## src/rtl/foc_pkg.sv

```systemverilog
// Shared types for the FOC sample initiator: FSM states, config FIFO entry, period floor.
// Latency: none (types and constants only).
// Backpressure: none (types and constants only).
package foc_pkg;

  typedef enum logic [1:0] {
    IDLE,
    SAMPLE,
    WAIT_ACCEPT,
    WAIT_DONE
  } state_t;

  // Shortest loop period; anything smaller would tick every cycle or never.
  localparam int MIN_PERIOD = 2;

  // Config entry field width; matches the default D_WIDTH of the initiator.
  localparam int CFG_FIELD_W = 16;

  typedef struct packed {
    logic                   sel;   // 0 = D-axis PID, 1 = Q-axis PID
    logic [CFG_FIELD_W-1:0] addr;
    logic [CFG_FIELD_W-1:0] data;
  } cfg_entry_t;

endpackage

```

## src/rtl/foc_sample_initiator_cfg_fifo.sv

```systemverilog
// Synchronous FIFO holding PID register writes until the core is idle.
// Latency: a pushed entry is visible on dout the cycle after the push edge.
// Backpressure: push ignored when full, pop ignored when empty; full/empty are registered-pointer derived.
module cfg_fifo #(
  parameter int WIDTH = 33,
  parameter int DEPTH = 4
) (
  input  logic             clk,
  input  logic             reset,
  input  logic             push,
  input  logic [WIDTH-1:0] din,
  input  logic             pop,
  output logic [WIDTH-1:0] dout,
  output logic             full,
  output logic             empty
);

  localparam int AW = $clog2(DEPTH);

  logic [WIDTH-1:0] mem [DEPTH];
  logic [AW:0]      wr_ptr;
  logic [AW:0]      rd_ptr;
  logic             do_push;
  logic             do_pop;

  // Extra pointer MSB distinguishes full from empty when the indices match.
  assign full    = (wr_ptr[AW] != rd_ptr[AW]) && (wr_ptr[AW-1:0] == rd_ptr[AW-1:0]);
  assign empty   = (wr_ptr == rd_ptr);
  assign do_push = push && !full;
  assign do_pop  = pop && !empty;
  assign dout    = mem[rd_ptr[AW-1:0]];

  // Pointer advance; reset flushes the contents.
  always_ff @(posedge clk) begin
    if (reset) begin
      wr_ptr <= '0;
      rd_ptr <= '0;
    end else begin
      if (do_push) wr_ptr <= wr_ptr + 1'b1;
      if (do_pop)  rd_ptr <= rd_ptr + 1'b1;
    end
  end

  // Storage write; contents need no reset since the pointers gate visibility.
  always_ff @(posedge clk) begin
    if (do_push) mem[wr_ptr[AW-1:0]] <= din;
  end

endmodule

```

## src/rtl/foc_sample_initiator.sv

```systemverilog
// Periodic sample launcher for the FOC core plus PID gain writer gated on core idle.
// Latency: tick to valid_out 1 cycle; cfg push edge to pid_*_wen 1 cycle when idle.
// Backpressure: ticks while busy/not ready are dropped and counted; cfg_ready drops when the FIFO is full.
module foc_sample_initiator
  import foc_pkg::*;
#(
  parameter int D_WIDTH   = 16,
  parameter int CFG_DEPTH = 4,
  parameter int TIMEOUT   = 1024
) (
  input  logic               clk,
  input  logic               reset,
  input  logic               enable,
  input  logic [D_WIDTH-1:0] period_cycles,
  input  logic [D_WIDTH-1:0] angle_in,
  input  logic [D_WIDTH-1:0] currA_in,
  input  logic [D_WIDTH-1:0] currB_in,
  input  logic [D_WIDTH-1:0] currC_in,
  input  logic [D_WIDTH-1:0] currT_in,
  input  logic [D_WIDTH-1:0] periodTop_in,
  output logic [D_WIDTH-1:0] angle_out,
  output logic [D_WIDTH-1:0] currA_out,
  output logic [D_WIDTH-1:0] currB_out,
  output logic [D_WIDTH-1:0] currC_out,
  output logic [D_WIDTH-1:0] currT_out,
  output logic [D_WIDTH-1:0] periodTop_out,
  output logic               valid_out,
  input  logic               core_ready,
  input  logic               cfg_valid,
  output logic               cfg_ready,
  input  logic               cfg_sel,
  input  logic [D_WIDTH-1:0] cfg_addr,
  input  logic [D_WIDTH-1:0] cfg_data,
  output logic               pid_d_wen,
  output logic               pid_q_wen,
  output logic [D_WIDTH-1:0] pid_d_addr,
  output logic [D_WIDTH-1:0] pid_q_addr,
  output logic [D_WIDTH-1:0] pid_d_data,
  output logic [D_WIDTH-1:0] pid_q_data,
  output logic               busy,
  output logic [15:0]        overrun_cnt,
  output logic               timeout_err
);

  localparam int WW = $clog2(TIMEOUT + 1);
  localparam logic [D_WIDTH-1:0] P_MIN     = D_WIDTH'(MIN_PERIOD);
  localparam logic [WW-1:0]      WAIT_LAST = WW'(TIMEOUT - 1);

  state_t             state, state_nxt;
  logic [D_WIDTH-1:0] period_eff;
  logic [D_WIDTH-1:0] period_last;
  logic [D_WIDTH-1:0] period_cnt;
  logic               tick;
  logic [WW-1:0]      wait_cnt;
  logic               wait_at_limit;
  logic               start;
  logic               clr_wait;
  logic               timeout_hit;
  logic               pop;
  logic               fifo_full;
  logic               fifo_empty;
  cfg_entry_t         cfg_in;
  cfg_entry_t         fifo_dout;

  assign period_eff    = (period_cycles < P_MIN) ? P_MIN : period_cycles;
  assign period_last   = period_eff - D_WIDTH'(1);
  // >= keeps the loop ticking if the period shrinks below the running count.
  assign tick          = enable && (period_cnt >= period_last);
  assign wait_at_limit = (wait_cnt == WAIT_LAST);
  assign valid_out     = (state == SAMPLE);
  assign busy          = (state != IDLE);
  assign cfg_ready     = !fifo_full;
  // Gains only change between iterations; a sample start wins over a write.
  assign pop           = (state == IDLE) && core_ready && !tick && !fifo_empty;
  assign cfg_in        = '{sel: cfg_sel, addr: cfg_addr, data: cfg_data};

  cfg_fifo #(
    .WIDTH ($bits(cfg_entry_t)),
    .DEPTH (CFG_DEPTH)
  ) u_cfg_fifo (
    .clk   (clk),
    .reset (reset),
    .push  (cfg_valid),
    .din   (cfg_in),
    .pop   (pop),
    .dout  (fifo_dout),
    .full  (fifo_full),
    .empty (fifo_empty)
  );

  // Loop period counter: 0..P-1 while enabled, parked at 0 otherwise.
  always_ff @(posedge clk) begin
    if (reset || !enable || tick) period_cnt <= '0;
    else                          period_cnt <= period_cnt + D_WIDTH'(1);
  end

  // Handshake sequencing; a ready transition takes precedence over the timeout.
  always_comb begin
    state_nxt   = state;
    start       = 1'b0;
    clr_wait    = 1'b0;
    timeout_hit = 1'b0;
    case (state)
      IDLE: begin
        if (tick && core_ready) begin
          state_nxt = SAMPLE;
          start     = 1'b1;
        end
      end
      SAMPLE: begin
        state_nxt = WAIT_ACCEPT;
        clr_wait  = 1'b1;
      end
      WAIT_ACCEPT: begin
        if (!core_ready) begin
          state_nxt = WAIT_DONE;
          clr_wait  = 1'b1;
        end else if (wait_at_limit) begin
          state_nxt   = IDLE;
          timeout_hit = 1'b1;
        end
      end
      WAIT_DONE: begin
        if (core_ready) begin
          state_nxt = IDLE;
        end else if (wait_at_limit) begin
          state_nxt   = IDLE;
          timeout_hit = 1'b1;
        end
      end
      default: state_nxt = IDLE;
    endcase
  end

  // State, wait counter, overrun and timeout bookkeeping.
  always_ff @(posedge clk) begin
    if (reset) begin
      state       <= IDLE;
      wait_cnt    <= '0;
      overrun_cnt <= '0;
      timeout_err <= 1'b0;
    end else begin
      state <= state_nxt;
      if (clr_wait) wait_cnt <= '0;
      else if (state == WAIT_ACCEPT || state == WAIT_DONE) wait_cnt <= wait_cnt + WW'(1);
      if (tick && !start && overrun_cnt != 16'hFFFF) overrun_cnt <= overrun_cnt + 16'd1;
      if (timeout_hit) timeout_err <= 1'b1;
    end
  end

  // Sample snapshot, held stable for the whole transaction.
  always_ff @(posedge clk) begin
    if (reset) begin
      angle_out     <= '0;
      currA_out     <= '0;
      currB_out     <= '0;
      currC_out     <= '0;
      currT_out     <= '0;
      periodTop_out <= '0;
    end else if (start) begin
      angle_out     <= angle_in;
      currA_out     <= currA_in;
      currB_out     <= currB_in;
      currC_out     <= currC_in;
      currT_out     <= currT_in;
      periodTop_out <= periodTop_in;
    end
  end

  // PID write port: one-cycle enable on the selected axis, addr/data held between writes.
  always_ff @(posedge clk) begin
    if (reset) begin
      pid_d_wen  <= 1'b0;
      pid_q_wen  <= 1'b0;
      pid_d_addr <= '0;
      pid_d_data <= '0;
      pid_q_addr <= '0;
      pid_q_data <= '0;
    end else begin
      pid_d_wen <= pop && !fifo_dout.sel;
      pid_q_wen <= pop && fifo_dout.sel;
      if (pop && !fifo_dout.sel) begin
        pid_d_addr <= fifo_dout.addr;
        pid_d_data <= fifo_dout.data;
      end
      if (pop && fifo_dout.sel) begin
        pid_q_addr <= fifo_dout.addr;
        pid_q_data <= fifo_dout.data;
      end
    end
  end

endmodule

```

## config.mk

```make
export PLATFORM = sky130hd
export DESIGN_NAME = foc_sample_initiator
export DESIGN_NICKNAME = d
export VERILOG_FILES = /design/src/rtl/foc_pkg.sv /design/src/rtl/foc_sample_initiator_cfg_fifo.sv /design/src/rtl/foc_sample_initiator.sv
export SDC_FILE = /design/constraint.sdc
export NUM_CORES = 1
export LEC_CHECK = 0
export CELL_PAD_IN_SITES_DETAIL_PLACEMENT = 0
export CELL_PAD_IN_SITES_GLOBAL_PLACEMENT = 2
export CORE_ASPECT_RATIO = 1.4
export CORE_MARGIN = 4
export CORE_UTILIZATION = 34
export CTS_BUF_LIST = sky130_fd_sc_hd__clkbuf_4
export DETAILED_ROUTE_END_ITERATION = 10
export GPL_ROUTABILITY_DRIVEN = 0
export HOLD_SLACK_MARGIN = 0.05
export PLACE_DENSITY = 0.83
export SYNTH_ARGS = -nofsm -noshare
export SYNTH_HDL_FRONTEND = slang
export SYNTH_SLANG_ARGS = --single-unit
export TNS_END_PERCENT = 30
```

## constraint.sdc

```tcl
create_clock -name clk -period 8.2 [get_ports clk]
set_clock_uncertainty 0.05 [all_clocks]
set_input_delay 1.64 -clock clk [delete_from_list [all_inputs] [get_ports clk]]
set_output_delay 1.64 -clock clk [all_outputs]
set_load 0.03 [all_outputs]
```

==> summary.txt <==
Yosys
  – Mapped Area: between 0.01 and 0.015 mm^2
  – Netlist cell types: a little under 50
  – Sequential share of the synthesized area: 59.3%
  – Post-synth EDFFs: ~130
  – Synth Flop Type: dfxtp_1
  – Mapped Nets: roughly 1300
  – Synth Warn #: 0
  – Asr flop ratio synth: 0%
  – Seq cells post-synth: 348
  – Avg Inst Size Synth: 12.5 um^2
  – Cells after synthesis: 1116

Die
  – Die height: ~250 um
  – Initial core utilization: between 30% and 40%
  – Rows: 87
  – Core region area: 0.0405 mm^2
  – # IOs: between 300 and 400
  – Horiz. Die Dim: roughly 180 um
  – Die footprint: 0.0445 mm^2

Clock tree
  – Hold-fix buffers, CTS: 0
  – CTS root buffer: clkbuf_4
  – Post_cts resized: 0
  – Clk Latency, worst-skew pair: 730 ps
  – CTS tree: yes
  – Post-CTS Setup Bufs: 0
  – CTS sink count: 348
  – H-tree depth: 3
  – Clk buf depth: 3
  – CTS buffer count: 88
  – Reg clk slew, reported paths: 60 ps

Cells and area
  – Final Cell Area: roughly 0.019 mm^2
  – Finished Layout Cells: about 2100
  – Filler cell count: between 3000 and 4000
  – Synth-to-Final Area Change: 35.8%
  – Nets: approximately 1700
  – Area occupied by multi-input gates: 0.00545 mm^2
  – Storage cell area: between 0.008 and 0.009 mm^2
  – Share of cells above drive strength 1: around 14%
  – Final core utilization: between 40 and 50%

Pwr
  – Leakage power: approximately 7 nW
  – VDD IR max: slightly below 100 uV
  – PD cells: ~210 mW/mm^2
  – Pwr Total: approximately 4.0 mW

Routing
  – 1st-iter DRT viols: 282
  – Pre-Repair DR Iteration Count: 5
  – Met2 Routed Length: slightly below 20000 um
  – Met3 WL: between 3000 and 4000 um
  – WL/cell: roughly 18 um
  – DR top layer: met5
  – Vias: between 9000 and 10000
  – DR vias/cell: approximately 4.7
  – Final ANT Viol Nets: 0
  – DRC viols: 0
  – Aggregate routed wire length: ~38000 um
  – Routed met1 length: approximately 14000 um

Outcome
  – Status: finished clean

Global route
  – GR Util All Layers: 16.9%
  – First-pass GRT wire length: approximately 58000 um
  – Number of global-route vias before repair: between 10000 and 15000
  – Initial antenna violation count: 8
  – Grt ovf: 0
  – Largest net degree at the start of global routing: approximately 130

Hold path
  – Worst hold path class: reg -> reg
  – Worst Hold Path EP: pid_d_data[5]
  – Hold path depth: 2
  – Worst min-delay path startpoint: pid_d_data[5]

STA
  – Final Cycle Share: between 80% and 90%
  – Slew headroom: between 20% and 30%
  – Post-route setup slack: around 1400 ps
  – Final setup fails: 0
  – Worst hold slack: between 400 and 500 ps
  – Fin crit period: between 6000 and 7000 ps
  – Final Max Slew Viols: 0
  – Final hold vios: 0
  – RSZ-0062 raised after global routing: no
  – Worst-Margin Slew: about 1100 ps
  – Final TNS setup: 0 ps
  – Fmax achieved: approximately 150 MHz

Setup path
  – Setup CP Type: in -> reg
  – Max Fanout on Critical Path: 25
  – CP Launch Type: primary input
  – Worst EP required: between 8000 and 9000 ps
  – Crit end category: register
  – RR Startpoint: period_cnt[7]
  – R2r endpoint: pid_d_data[8]
  – Worst Path Arrival: 7260 ps
  – Reg-to-reg slack, setup: 5120 ps
  – R2R depth: 9

Placed design
  – Dpl cell area: approximately 0.018 mm^2
  – Detailed placement HPWL: approximately 26000 um
  – Post-Place Cells: between 1500 and 2000
  – Setup WS pre-CTS: 648 ps
  – Count of input and output buffers: around 330

Flow run
  – Max Cap Violations: 0
## critical path, stage by stage
cell and delay, ps:
clkdlybuf4s50_1 450, or4_4 560, or4_4 460, or4_1 520, o21ai_0 250, ha_1 240, nand2_1 100, or2_2 330
nor3_1 200, xnor2_1 100, ha_1 290, nand4_1 140, nor2_1 240, o2111ai_2 320, a311oi_4 580, buf_4 490
mux2i_1 250, nor2_1 60
## flip-flops by register name, summed over array words and instances (netlist names), named ones only
register	count
angle_out	16
currA_out	16
currB_out	16
currC_out	16
currT_out	16
overrun_cnt	16
periodTop_out	16
period_cnt	16
pid_d_addr	16
pid_d_data	16
pid_d_wen	1
pid_q_addr	16
pid_q_data	16
pid_q_wen	1
state	2
timeout_err	1
u_cfg_fifo.mem	132
u_cfg_fifo.rd_ptr	3
u_cfg_fifo.wr_ptr	3
wait_cnt	11
## routing by layer
metal | vias to the layer above | track usage (%)
met5 | - | 0
met4 | 4 | 6.55
met2 | 245 | 30.1
met3 | 79 | 6.90
met1 | 4648 | 17.6
li1 | 4793 | -
## cell type report
type	count	area share, %
timing repair buffer	340	17.9
clock inverter	19	0.527
clock buffer	137	5.42
multi-input combinational	702	28.7
tap	534	3.52
antenna	8	0.105
sequential	348	43.7
inverter	9	0.178
## synth_stat cells, drive strengths merged, types with 3 or more instances
cell type  number  area share (%)
and3            9            0.40
inv             9            0.24
nand3          23            0.82
mux2i         160              11
mux2            3            0.24
o21ai          21            0.75
or4             6            0.38
nand4          12            0.54
or2             6            0.27
buf            21            0.73
mux4           33             5.3
nand2          19            0.51
a21oi          23            0.82
ha             30             2.7
nor2          152             4.1
dfxtp         216              31
xnor2          22             1.4
o31ai           3            0.16
xor2           20             1.3
clkbuf         36            0.97
nor2b           5            0.22
nor4            4            0.18
o2111ai         4            0.30
a211oi          3            0.16
nor3            8            0.29
or3            15            0.68
nand2b        100             4.5
edfxtp        132              28
## cells by family (layout without fill, tap and decap cells)
group                    after synthesis  count (layout)  synth area share (%)
AND/OR/NAND/NOR                      364             364                  13.1
flip-flops                           348             348                  59.3
multiplexers                         196             196                  17.0
AO/OA/AOI/OAI                         70              70                  3.29
buffers and inverters                 66             505                  1.93
XOR/XNOR                              42              42                  2.63
adder cells (fa/ha/maj)               30              30                  2.69
other                                  0               8                     0
## placed cells by master (no fill, tap or decap), drive strengths merged, types with 2 or more instances in the layout
cell type      count
a211oi             3
mux2i            160
nand3             23
or2                6
mux2               3
nor2             152
diode              8
a21o               2
edfxtp           132
nor4               4
a31o               2
nor3               8
xnor2             22
nor2b              5
o21ai             21
xor2              20
mux4              33
o2111ai            4
buf               10
nand4             12
inv               11
and4               2
ha                30
or3               15
nand2b           100
and3               9
a21oi             23
or4                6
o31ai              3
clkdlybuf4s50    330
clkbuf           137
nand2             19
dfxtp            216
clkinv            16
a31oi              2
## power by group
group / switching [mW] / total, mW / internal [mW] / leakage [nW]
Clock: 0.685 / 1.47 / 0.787 / 0.683
Combinational: 0.293 / 0.565 / 0.271 / 3.20
Sequential: 0.0427 / 1.91 / 1.87 / 2.96
Total: 1.02 / 3.95 / 2.93 / 6.84
## how the worst max path moves through the flow
stage / from / slack [ps] / to / depth (start not counted)
global placement: period_cycles[10] / 720 / currC_out[1] / 18
CTS: period_cycles[10] / 1430 / currB_out[13] / 18
detailed placement: period_cycles[10] / 650 / currB_out[13] / 18
finish: period_cycles[10] / 1450 / currB_out[13] / 18
floorplan: period_cycles[10] / 1920 / angle_out[0] / 19
global route: period_cycles[10] / 1150 / currA_out[2] / 18
Power figures use the tool's default switching activity.
